===== src/rtl/program_loader.sv =====
// program_loader: boot-time loader that streams a length-prefixed, checksummed
// image from a host into instruction memory, pads the rest with NOP_WORD and
// holds the CPU in reset until a verified image is in place.

`ifndef NOP
`define NOP 16'h0000
`endif

module program_loader #(
  parameter int unsigned ADDR_WIDTH = 8,
  parameter logic [15:0] NOP_WORD   = `NOP
) (
  input  logic        clk,
  input  logic        pc_reset,
  input  logic        start,
  input  logic        in_valid,
  output logic        in_ready,
  input  logic [15:0] in_data,
  output logic        imem_we,
  output logic [15:0] imem_addr,
  output logic [15:0] imem_wdata,
  output logic        cpu_reset,
  output logic        done,
  output logic        error,
  output logic [15:0] checksum
);

  localparam logic [ADDR_WIDTH:0] DEPTH_C = {1'b1, {ADDR_WIDTH{1'b0}}};
  localparam logic [ADDR_WIDTH:0] LAST_C  = {1'b0, {ADDR_WIDTH{1'b1}}};
  localparam logic [ADDR_WIDTH:0] ONE_C   = {{ADDR_WIDTH{1'b0}}, 1'b1};

  typedef enum logic [2:0] {
    S_IDLE,
    S_LEN,
    S_DATA,
    S_CHECK,
    S_PAD,
    S_RUN,
    S_ERROR
  } state_t;

  state_t                state_q, state_d;
  logic [ADDR_WIDTH:0]   len_q, len_d;
  logic [ADDR_WIDTH:0]   addr_q, addr_d;
  logic [ADDR_WIDTH:0]   addr_inc;
  logic [15:0]           sum_q, sum_d;
  logic                  imem_we_q, imem_we_d;
  logic [ADDR_WIDTH-1:0] imem_addr_q, imem_addr_d;
  logic [15:0]           imem_wdata_q, imem_wdata_d;
  logic                  cpu_reset_q, cpu_reset_d;
  logic                  done_q, done_d;
  logic                  error_q, error_d;
  logic                  hs;

  assign in_ready   = (state_q == S_LEN) || (state_q == S_DATA) || (state_q == S_CHECK);
  assign hs         = in_valid & in_ready;
  assign addr_inc   = addr_q + ONE_C;

  assign imem_we    = imem_we_q;
  assign imem_addr  = {{(16 - ADDR_WIDTH){1'b0}}, imem_addr_q};
  assign imem_wdata = imem_wdata_q;
  assign cpu_reset  = cpu_reset_q;
  assign done       = done_q;
  assign error      = error_q;
  assign checksum   = sum_q;

  // Next-state and registered-output logic for the load sequence.
  // RUN keeps re-asserting done/release so that entering RUN from PAD
  // delays the release by one edge, after the last pad write has committed.
  always_comb begin
    state_d      = state_q;
    len_d        = len_q;
    addr_d       = addr_q;
    sum_d        = sum_q;
    imem_we_d    = 1'b0;
    imem_addr_d  = imem_addr_q;
    imem_wdata_d = imem_wdata_q;
    cpu_reset_d  = cpu_reset_q;
    done_d       = done_q;
    error_d      = error_q;
    case (state_q)
      S_IDLE: begin
        if (start) state_d = S_LEN;
      end
      S_LEN: begin
        if (hs) begin
          if ((in_data == 16'd0) || (in_data > 16'(DEPTH_C))) begin
            state_d = S_ERROR;
            error_d = 1'b1;
          end else begin
            len_d   = in_data[ADDR_WIDTH:0];
            addr_d  = '0;
            sum_d   = '0;
            state_d = S_DATA;
          end
        end
      end
      S_DATA: begin
        if (hs) begin
          imem_we_d    = 1'b1;
          imem_addr_d  = addr_q[ADDR_WIDTH-1:0];
          imem_wdata_d = in_data;
          sum_d        = sum_q + in_data;
          addr_d       = addr_inc;
          if (addr_inc == len_q) state_d = S_CHECK;
        end
      end
      S_CHECK: begin
        if (hs) begin
          if (in_data == sum_q) begin
            if (len_q == DEPTH_C) begin
              state_d     = S_RUN;
              cpu_reset_d = 1'b0;
              done_d      = 1'b1;
            end else begin
              state_d = S_PAD;
            end
          end else begin
            state_d = S_ERROR;
            error_d = 1'b1;
          end
        end
      end
      S_PAD: begin
        imem_we_d    = 1'b1;
        imem_addr_d  = addr_q[ADDR_WIDTH-1:0];
        imem_wdata_d = NOP_WORD;
        addr_d       = addr_inc;
        if (addr_q == LAST_C) state_d = S_RUN;
      end
      S_RUN: begin
        if (start) begin
          state_d     = S_LEN;
          cpu_reset_d = 1'b1;
          done_d      = 1'b0;
        end else begin
          cpu_reset_d = 1'b0;
          done_d      = 1'b1;
        end
      end
      S_ERROR: begin
        if (start) begin
          state_d = S_LEN;
          error_d = 1'b0;
        end
      end
      default: state_d = S_IDLE;
    endcase
  end

  // State and output registers with synchronous reset; a write issued on
  // the reset edge is dropped because imem_we_q is forced low.
  always_ff @(posedge clk) begin
    if (pc_reset) begin
      state_q      <= S_IDLE;
      len_q        <= '0;
      addr_q       <= '0;
      sum_q        <= '0;
      imem_we_q    <= 1'b0;
      imem_addr_q  <= '0;
      imem_wdata_q <= '0;
      cpu_reset_q  <= 1'b1;
      done_q       <= 1'b0;
      error_q      <= 1'b0;
    end else begin
      state_q      <= state_d;
      len_q        <= len_d;
      addr_q       <= addr_d;
      sum_q        <= sum_d;
      imem_we_q    <= imem_we_d;
      imem_addr_q  <= imem_addr_d;
      imem_wdata_q <= imem_wdata_d;
      cpu_reset_q  <= cpu_reset_d;
      done_q       <= done_d;
      error_q      <= error_d;
    end
  end

endmodule


===== config.mk =====
export PLATFORM = sky130hd
export DESIGN_NAME = program_loader
export DESIGN_NICKNAME = d
export VERILOG_FILES = /design/src/rtl/program_loader.sv
export SDC_FILE = /design/constraint.sdc
export NUM_CORES = 1
export LEC_CHECK = 0
export ABC_AREA = 1
export CAP_MARGIN = 20
export CORE_ASPECT_RATIO = 0.8
export CORE_MARGIN = 1
export CORE_UTILIZATION = 53
export CTS_CLUSTER_SIZE = 14
export DETAILED_ROUTE_END_ITERATION = 8
export PLACE_DENSITY = 0.85
export SLEW_MARGIN = 20
export SYNTH_ARGS = -nofsm -noshare
export SYNTH_HDL_FRONTEND = slang
export SYNTH_SLANG_ARGS = --single-unit

===== constraint.sdc =====
create_clock -name clk -period 2.7 [get_ports clk]
set_input_delay 0.54 -clock clk [delete_from_list [all_inputs] [get_ports clk]]
set_output_delay 0.54 -clock clk [all_outputs]
set_load 0.03 [all_outputs]

# After elaboration in Yosys (flattened, before gate mapping)
# Cells that the tools add are included.
totals:
  memories: 0
  reg_bits: 65
  word_cells: 95
  mem_bits_rw: 0
  latch_bits: 0
  mem_bits_ro: 0
  out_inout_bits: 53
op_classes:
  n_reduce_logical: 18
  n_mux: 40
  n_addsub: 2
  div: 0
  n_eq_ne: 22
  shifts: 0
  n_mul: 0
  bitwise_logic: 2
  magnitude_cmp: 1
ops:
  columns: ["cell", "count"]
  rows:
  - ["$mux 16", 4]
  - ["$pmux 16 s2", 2]
  - ["$mux 9", 3]
  - ["$pmux 9 s3", 1]
  - ["$mux 3", 8]
  - ["$add 16x16->16", 1]
  - ["$eq 16x16->1", 1]
  - ["$gt 16x9->1 const B", 1]
  - ["$logic_not 16->1", 1]
  - ["$pmux 8 s2", 1]
  - ["$mux 1", 15]
  - ["$pmux 3 s5", 1]
  - ["$ne 2x2->1 const B", 7]
  - ["$reduce_and 4->1", 3]
  - ["$reduce_and 6->1", 2]
  - ["$ne 2x1->1 const B", 5]
  - ["$add 9x1->9 const B", 1]
  - ["$eq 3x3->1 const B", 3]
  - ["$eq 9x8->1 const B", 1]
  - ["$eq 9x9->1", 1]
  - ["$eq 9x9->1 const B", 1]
  - ["$mux 8", 1]
  - ["$eq 3x2->1 const B", 2]
  - ["$pmux 1 s2", 3]
  - ["other kinds (11)", 16]

# Depth between registers and ports, before layout
depth:
  ltp_word: 6
  ltp_mapped: 19
  depth_no_buf: 19

# Worst setup path before layout
# OpenSTA, ideal clock, no wires.
synth_timing:
  kind: "reg-to-reg"
  from: "register addr_q[0]"
  to: "register state_q[0]"
  setup_time_ns: 0.113
  n_path_buf: 0
  path_stages_with_launch: 19
  t_required_ns: 2.587
  arrival_time_ns: 2.068
  path_slack_ns: 0.519
  cell_sequence: "dfxtp_1 -> ha_1 -> nand2_1 -> nor2_1 -> nand3_1 -> nor2_1 -> ha_1 -> nand2_1 -> inv_1 -> nor2_1 -> nand3_1 -> nor2_1 -> nand2_1 -> nor2_1 -> nand3_1 -> nand2_1 -> nand2_2 -> nor2_1 -> nor2_1"
synth_between:
  elab_chain_cells: 4
synth_lines:
  columns: ["element", "line", "rtl"]
  rows:
  - ["from (decl)", "44", "logic [ADDR_WIDTH:0] addr_q, addr_d;"]
  - ["from (signal assigned)", "168", "addr_q <= addr_d;"]
  - ["$add 9x1->9", "57", "assign addr_inc = addr_q + ONE_C;"]
  - ["$eq 9x9->1", "105", "if (addr_inc == len_q) state_d = S_CHECK;"]
  - ["$ne 2x1->1 (no line)", null, null]
  - ["$reduce_and 6->1 (no line) *", null, null]
  - ["to (signal assigned)", "166", "state_q <= state_d;"]
  - ["to (decl)", "42", "state_t state_q, state_d;"]
# Every way passes the cells marked *; elsewhere a longest branch is shown, timed or not.
# A chain may end at the register's enable or synchronous reset.

# Worst setup path in the final report
layout_timing:
  from: "register addr_q[0]"
  to: "register state_q[1]"
# The elaborated chain is that of the path after synthesis.

==> out/qor.yml <==
run_status:
  status: "finished, final reports clean"
layout:
  final_nets: 681
  n_antenna_cell: 0
  fin_area_mm2: 0.00485
  final_common_cell: "nand2_1"
  n_fill_cell: 588
  syn_to_final_growth_pct: 25.3
  final_cell_mix: "124 x nand2_1, 67 x a21oi_1, 64 x dfxtp_1, 64 x clkdlybuf4s50_1, 63 x nand3_1"
  drive_above_1_share: 0.0972
  final_util: 0.697
logic_synthesis:
  synth_area_leader_cell: "dfxtp_1"
  netlist_instances: 572
  synth-seq-area-share: 0.336
  syn_area_mm2: 0.00387
  ys_types: 38
  synth_top_area_share: 0.336
  avgSynthCellArea_um2: 6.76
  synthTopCellsByArea: "dfxtp_1 34%, nand2_1 12%, a21oi_1 8.7%, nand3_1 8.2%, nor2_1 5.9%"
  ys_ff_latch: 65
  yosys_warnings: 0
run:
  max-cap-violations: 0
placed_design:
  port_buffers: 64
  dpl-instance-area_mm2: 0.00458
  dp_hpwl_um: 7800
  gp_congestion: 0.944
route:
  wl_met2_um: 5070
  drt_wl_total_um: 10800
  met1Wirelength_um: 4710
  vias: 4094
  top_layer: "met4"
  drc: 0
  ant_nets: 0
  drt_iter0_markers: 389
  vias_per_cell: 5.57
  dr_wl_met3_um: 908
  wl_per_cell_um: 14.7
  dr.pass1.iters: 7
clocking:
  cts.sinks: 65
  hold_buffers: 0
  cts_inserted_buffers: 9
  clkLatencyLatePin_ns: 0.35
  cts_root_buf: "clkbuf_8"
  h-tree-depth: 3
  cts_max_path_buffers: 2
  cts_setup_buffers: 0
  cts_tree: "yes"
  clk_pin_slew_worst_paths_ns: 0.08
worst_setup_path:
  critPathMaxFanout: 4
  crit_top_cell: "nor2_1"
  slowest_stage: "dfxtp_1"
  path_buf_inv: 1
  start_kind: "register"
  crit_family: "simple AND/OR/NAND/NOR gates"
  critPathCaptureType: "register"
  rrSetupSlack_ns: 0.24
  crit_chain: "ha_4 > nand2_2 > nor2_2 > nand3_1 > nor2_1 > ha_1 > nand2_1 > inv_1 > nor2_1 > nand3_1 > nor2_1 > nand2_1 > nor2_1 > nand3_1 > nand2_2 > nand2_2 > nand2_1 > nand2_1 > nor2_1"
  worstSetupPathType: "register to register"
  arrival_ns: 2.75
  worstPathRequired_ns: 2.98
  max_stage_delay_ns: 0.39
floorplanning:
  top_level_ports: 73
  coreArea_mm2: 0.00696
  die_y_um: 78.4
  rows: 27
  die_area_mm2: 0.00765
  die_w_um: 97.5
  initial_core_util: 0.556
power_and_ir_drop:
  p_comb_frac: 0.425
  cellPowerDensity_mw_per_mm2: 815
  power_leakage_nw: 2.03
  seq_power_share: 0.312
  p_int_w: 0.00233
  vdd_ir_drop_max_mv: 0.514
  p_clk_frac: 0.263
  p_sw_frac: 0.412
  p_switching_w: 0.00163
global_route:
  overflow: 0
  antenna_found_initial: 0
  globalRouteTotalUtil: 0.284
  grt_pass1_wl_um: 17700
  grt_max_degree: 43
  grt_pass1_vias: 3757
min_path:
  hp-class: "register to register"
sta:
  relSlewSlack: 0.415
  rsz0062_at_grt: "false"
  slew_violations: 0
  setup-violations-final: 0
  worst_pin_slew_ns: 0.876
  setup_tns_ns: 0
  finalHoldViolCount: 0
  finalCriticalPeriod_ns: 2.46
  skew_ns: 0.0131
  period_share: 0.912
  max_freq_mhz: 406
==> metrics by stage <==
step                instances  total power [W]  setup WS (ns)  hold slack (ns)
floorplan                 579          0.00243          0.519            0.434
global placement          719          0.00284          0.117            0.445
detailed placement        719          0.00289         0.0687            0.454
CTS                       735          0.00392         0.0957            0.466
global route              735          0.00417        0.00332            0.484
finish                    735          0.00395          0.237            0.462
==> per-layer routing <==
layer,GRT usage,up-vias
met5,0,-
met4,0.0765,0
met3,0.0677,14
met2,0.476,184
met1,0.368,1884
li1,-,2012
==> logic make-up (layout without fill, tap and decap cells) <==
family	Yosys count	count (layout)	share of synthesized area
other cells	1	8	0.000969
fa+ha+maj	18	18	0.0602
flops	65	65	0.336
xor+xnor	7	7	0.0158
compound gates	113	113	0.162
buf+inv	83	152	0.0990
simple gates	285	285	0.326
==> synth_stat cells, drive strengths merged <==
master / instances
a21oi: 68
nor3: 9
nor4: 2
xnor2: 2
a21o: 2
and3: 1
nor2: 69
clkbuf: 7
nand3b: 1
a21boi: 1
or2: 2
a211oi: 5
nand4: 5
o21bai: 6
dfxtp: 65
buf: 18
o21ai: 31
inv: 58
nand3: 63
nand2: 133
xor2: 5
conb: 1
fa: 1
ha: 17
==> registers in the layout (all words and copies together), names as in the netlist <==
register / count
imem_we: 1
done: 1
checksum: 16
error: 1
cpu_reset: 1
len_q: 9
imem_wdata: 16
state_q: 3
imem_addr_q: 8
addr_q: 9
==> area by class of cell <==
class	count	area, µm²	area share
clock buffers	10	128	0.0263
clock inverters	6	115	0.0237
inverters	58	218	0.0449
multi-input cells	431	2230	0.460
flip-flops and latches	65	1300	0.269
well taps	87	109	0.0225
repair buffers	78	746	0.154
==> worst reg2reg max path, delay by kind of cell, from the launching register on <==
kind / cells / cell delay [ns]
DFF: 1 / 0.39
adders and majority gates: 2 / 0.46
buffers and inverters: 1 / 0.04
and+or+nand+nor: 16 / 1.53
==> power groups by stage <==
stage	registers, W	logic (W)	clock network, W
after floorplan	0.00141	0.00102	0
after global placement	0.00124	0.00161	0
after detailed placement	0.00124	0.00164	0
after CTS	0.00123	0.00166	0.00104
after global routing	0.00125	0.00183	0.00109
final	0.00123	0.00168	0.00104
==> timing repair <==
action	in CTS	in global routing
endpoints found under the setup margin	0	3
resized for setup	0	6
hold endpoints to repair	0	0
==> worst paths after layout <==
kind / from / to / cells past startpoint
hold reg to reg: imem_wdata[15] / imem_wdata[15] / 2
setup / recovery: addr_q[0] / state_q[1] / 19
hold / removal: imem_wdata[15] / imem_wdata[15] / 2
setup reg to reg: addr_q[0] / state_q[1] / 19
(Power assumes the default switching activity.)
